==> src/rtl/mem_wb_skid_stage.sv <==
// MEM/WB pipeline register with a 2-entry skid buffer, writeback mux and zero-register guard.
// Latency: 1 cycle from accept to out_valid; head entry held until WB pops it.
// Backpressure: in_ready = !skid_valid (registered), so WB stalls never drop or reorder entries.
module mem_wb_skid_stage #(
  parameter int DATA_W     = 8,
  parameter int RD_W       = 5,
  parameter bit ZERO_GUARD = 1'b1
) (
  input  logic              clk,
  input  logic              reset,
  input  logic              in_valid,
  output logic              in_ready,
  input  logic [DATA_W-1:0] readdata_in,
  input  logic [DATA_W-1:0] resultalu_in,
  input  logic [RD_W-1:0]   rd_in,
  input  logic              memtoreg_in,
  input  logic              regwrite_in,
  input  logic              flush,
  output logic              out_valid,
  input  logic              out_ready,
  output logic [DATA_W-1:0] wb_data,
  output logic [RD_W-1:0]   rd_out,
  output logic              wb_en,
  output logic [1:0]        occupancy
);

  typedef struct packed {
    logic [DATA_W-1:0] readdata;
    logic [DATA_W-1:0] resultalu;
    logic [RD_W-1:0]   rd;
    logic              memtoreg;
    logic              regwrite;
  } slot_t;

  slot_t m_dat, m_dat_nxt;
  slot_t s_dat, s_dat_nxt;
  slot_t in_dat;
  logic  m_vld, m_vld_nxt;
  logic  s_vld, s_vld_nxt;
  logic  accept;
  logic  pop;
  logic  rd_ok;

  assign in_dat   = {readdata_in, resultalu_in, rd_in, memtoreg_in, regwrite_in};
  assign in_ready = !s_vld;
  assign accept   = in_valid & in_ready;
  assign pop      = m_vld & out_ready;

  // Next-state for the main/skid slots; flush overrides every other transition.
  always_comb begin
    m_vld_nxt = m_vld;
    s_vld_nxt = s_vld;
    m_dat_nxt = m_dat;
    s_dat_nxt = s_dat;
    if (flush) begin
      m_vld_nxt = 1'b0;
      s_vld_nxt = 1'b0;
    end else if (s_vld) begin
      // Both slots full: nothing can be accepted, a pop promotes the skid entry.
      if (pop) begin
        m_dat_nxt = s_dat;
        s_vld_nxt = 1'b0;
      end
    end else if (m_vld) begin
      if (accept && pop) begin
        m_dat_nxt = in_dat;
      end else if (accept) begin
        s_dat_nxt = in_dat;
        s_vld_nxt = 1'b1;
      end else if (pop) begin
        m_vld_nxt = 1'b0;
      end
    end else if (accept) begin
      m_dat_nxt = in_dat;
      m_vld_nxt = 1'b1;
    end
  end

  // Slot registers; asynchronous reset clears valid bits and payload.
  always_ff @(posedge clk or negedge reset) begin
    if (!reset) begin
      m_vld <= 1'b0;
      s_vld <= 1'b0;
      m_dat <= '0;
      s_dat <= '0;
    end else begin
      m_vld <= m_vld_nxt;
      s_vld <= s_vld_nxt;
      m_dat <= m_dat_nxt;
      s_dat <= s_dat_nxt;
    end
  end

  // Outputs come only from the main slot and are masked while it is empty.
  assign out_valid = m_vld;
  assign wb_data   = m_vld ? (m_dat.memtoreg ? m_dat.readdata : m_dat.resultalu) : '0;
  assign rd_out    = m_vld ? m_dat.rd : '0;
  assign rd_ok     = ZERO_GUARD ? (m_dat.rd != '0) : 1'b1;
  assign wb_en     = pop & m_dat.regwrite & rd_ok;
  assign occupancy = {1'b0, m_vld} + {1'b0, s_vld};

endmodule

==> config.mk <==
export PLATFORM = sky130hd
export DESIGN_NAME = mem_wb_skid_stage
export DESIGN_NICKNAME = d
export VERILOG_FILES = /design/src/rtl/mem_wb_skid_stage.sv
export SDC_FILE = /design/constraint.sdc
export NUM_CORES = 1
export LEC_CHECK = 0
export CAP_MARGIN = 20
export CORE_ASPECT_RATIO = 0.75
export CORE_MARGIN = 8
export CORE_UTILIZATION = 43
export CTS_CLUSTER_SIZE = 30
export DETAILED_ROUTE_END_ITERATION = 8
export GPL_ROUTABILITY_DRIVEN = 0
export PLACE_DENSITY = 0.68
export REMOVE_ABC_BUFFERS = 1
export SLEW_MARGIN = 5
export SYNTH_ARGS = -nofsm -noshare
export SYNTH_HDL_FRONTEND = slang
export SYNTH_SLANG_ARGS = --single-unit
==> constraint.sdc <==
create_clock -name clk -period 3 [get_ports clk]
set_clock_uncertainty 0.05 [all_clocks]
set_input_delay 0.75 -clock clk [delete_from_list [all_inputs] [get_ports clk]]
set_output_delay 0.75 -clock clk [all_outputs]
set_load 0.05 [all_outputs]
==> flow_summary.json <==
{
  "outcome": "finished clean",
  "min_path_type": "input pin to asynchronous set/reset pin",
  "cp_max_fo": 13,
  "ant_nets": 0,
  "period_share_pct": 96.5,
  "hold_viol_final": 0,
  "final_nets": 245,
  "wl_per_cell_um": 17.3,
  "clock.fmax_mhz": 345,
  "num-fill-cells": 464,
  "yosysWarnings": 0,
  "root_buffer": "clkbuf_8",
  "min_period_ns": 2.90,
  "final_cell_mix": "49 x mux2_2, 48 x dfrtp_1, 38 x clkdlybuf4s50_1",
  "drc": 0,
  "drtIter0Drc": 46,
  "fin_ws_ns": 0.104,
  "required_ns": 2.20,
  "drive_above_1_share_pct": 40.5,
  "cts_tree": "built",
  "yosysUniqueCellTypes": 23,
  "critPathKind": "flip-flop to primary output",
  "cpMaxStageDelayCell": "clkdlybuf4s50_1",
  "startpoint_type": "flip-flop",
  "place_ws_ns": 0.360,
  "synth_fa_ha_area_share_pct": 1.55,
  "setup_viol": 0,
  "fin_setup_tns_ns": 0,
  "grt_setup_unrepaired": "no",
  "viasPerCell": 5.10,
  "syn_inst": 170,
  "clockBufferDepth": 2,
  "slowest_delay_ns": 0.82,
  "p_leak_nw": 1.39,
  "syn_area_mm2": 0.00243,
  "power_density_mw_per_mm2": 644,
  "path_depth": 3,
  "seq_area_frac_synth_pct": 49.5,
  "drv_slew": 0,
  "numCtsBuffers": 5,
  "clk_pin_slew_ns": 0.09,
  "slew_headroom_pct": 58.8,
  "avgSynthCellArea_um2": 14.3,
  "diodes": 0,
  "layout_commonest_cell": "mux2_2",
  "io_buffers": 45,
  "maxCapViolCount": 0,
  "overflow": 0,
  "cp.arrival_ns": 2.10,
  "clock_latency_ns": 0.29,
  "synthSimpleGateAreaFrac_pct": 4.48,
  "ioPinCount": 46,
  "post-route-util_pct": 56.5,
  "area_delta_synth_final_pct": 25.2,
  "clock_sinks": 48,
  "crit_buf_inv": 2,
  "start_util_pct": 45.1,
  "ys_seq_elements": 48,
  "synth-xor-area-share_pct": 0,
  "critPathCaptureType": "primary output",
  "grt_use_total_pct": 12.9,
  "totalWireLength_um": 5020,
  "synth_compound_area_share_pct": 1.86,
  "routed-via-count": 1479,
  "crit_chain": "inv_2 -> nor2_1 -> clkdlybuf4s50_1",
  "netlist_top_cells_area": "dfrtp_1 49%, mux2_2 23%, mux2_4 12%",
  "crit_family": "buffers and inverters",
  "r2r_slack_ns": 0.81,
  "tightestPinTransition_ns": 0.618,
  "synth_top_area_cell": "dfrtp_1",
  "num_rows": 23,
  "synth_top_area_share_pct": 49.5,
  "core_area_mm2": 0.00538,
  "synth_top_family_by_area": "multiplexers",
  "grt_max_degree": 29,
  "antenna_found_initial": 0,
  "dr.pass1.iters": 4,
  "grt_pass1_vias": 1623,
  "grt_pass1_wl_um": 8400,
  "r2r_cells": 6,
  "synthMuxAreaShare_pct": 38.4,
  "peakVddDrop_mv": 0.361,
  "htreeDepth": 2,
  "die_h_um": 81.1,
  "dp_hpwl_um": 3570,
  "die_w_um": 103,
  "dieArea_mm2": 0.00833
}
cells in the mapped netlist:
cell type and count:
inv_2 1, buf_6 1, or4_4 1, and2_1 5, mux2_4 20, nand2b_4 1, buf_2 2, nor3_1 1
a211oi_1 1, buf_4 2, nand3_1 2, nor2_1 9, buf_12 2, dfrtp_1 48, inv_1 2, nand2_1 1
ha_1 3, mux2i_1 8, clkbuf_1 4, a21o_1 1, a21oi_1 4, mux2_2 49, o21ai_0 2
report_power, final:
group | internal [mW] | switching [mW] | total (mW)
combinational | 0.328 | 0.241 | 0.569
sequential | 0.819 | 0.112 | 0.931
clock | 0.248 | 0.210 | 0.458
total | 1.39 | 0.564 | 1.96
stage by stage:
| step | instances | power, mW | area, um^2 | hold slack, ns |
|---|---|---|---|---|
| final | 290 | 1.96 | 3040 | 0.408 |
| after global routing | 290 | 2.06 | 3040 | 0.450 |
| after detailed placement | 282 | 1.52 | 2930 | 0.440 |
| after floorplan | 159 | 1.32 | 2340 | 0.404 |
| after CTS | 290 | 1.98 | 3030 | 0.428 |
| after global placement | 282 | 1.49 | 2930 | 0.431 |
flip-flops by register name, summed over array words and instances, names as in the netlist:
| signal | cells |
|---|---|
| m_dat | 23 |
| s_dat | 23 |
| out_valid | 1 |
| s_vld | 1 |
worst paths after layout:
| kind | start | to |
|---|---|---|
| max reg2reg | s_vld$_DFF_PN0_ | m_dat[14]$_DFFE_PN0P_ |
| min reg2reg | s_dat[3]$_DFFE_PN0P_ | s_dat[3]$_DFFE_PN0P_ |
| min in group clk | s_dat[3]$_DFFE_PN0P_ | s_dat[3]$_DFFE_PN0P_ |
| min | reset | s_dat[12]$_DFFE_PN0P_ |
| max in group asynchronous | reset | s_dat[11]$_DFFE_PN0P_ |
| max | out_valid$_DFFE_PN0P_ | wb_data[4] |
final cells by class:
cell class              instances  area [um^2]  share of cell area (%)
inverters                       3         11.3                   0.371
clock buffers                   6         72.6                    2.39
flip-flops and latches         48         1200                    39.5
multi-input cells             108         1120                    37.0
well taps                      75         93.8                    3.09
clock inverters                 2         35.0                    1.15
repair buffers                 48          500                    16.5
per-layer routing:
metal	wire length (um)	GRT usage [%]
met3	298	4.18
met1	2480	17.7
met2	2220	19.3
met5	0	0
met4	27	3.02
worst reg2reg max path, cell delays in order, from the launching register on:
cell and delay [ns]:
dfrtp_1 0.72, inv_1 0.21, ha_1 0.25, o21ai_0 0.19, nand3_1 0.10, buf_4 0.24, mux2_2 0.32
cells by family (layout without fill, tap and decap cells):
group                      Yosys count  after routing
and+or+nand+nor                     20             20
buffers and inverters               14             59
DFF                                 48             48
adders and majority gates            3              3
muxes                               77             77
AOI/OAI and AO/OA                    8              8
repair_timing:
item / 4_1_cts / 5_1_grt
endpoints found under the setup margin: 0 / 2
setup buffers: 0 / 0
gates resized for setup: 0 / 2
hold buffers: 0 / 0
Note: power is estimated with default switching activity, not from simulation.
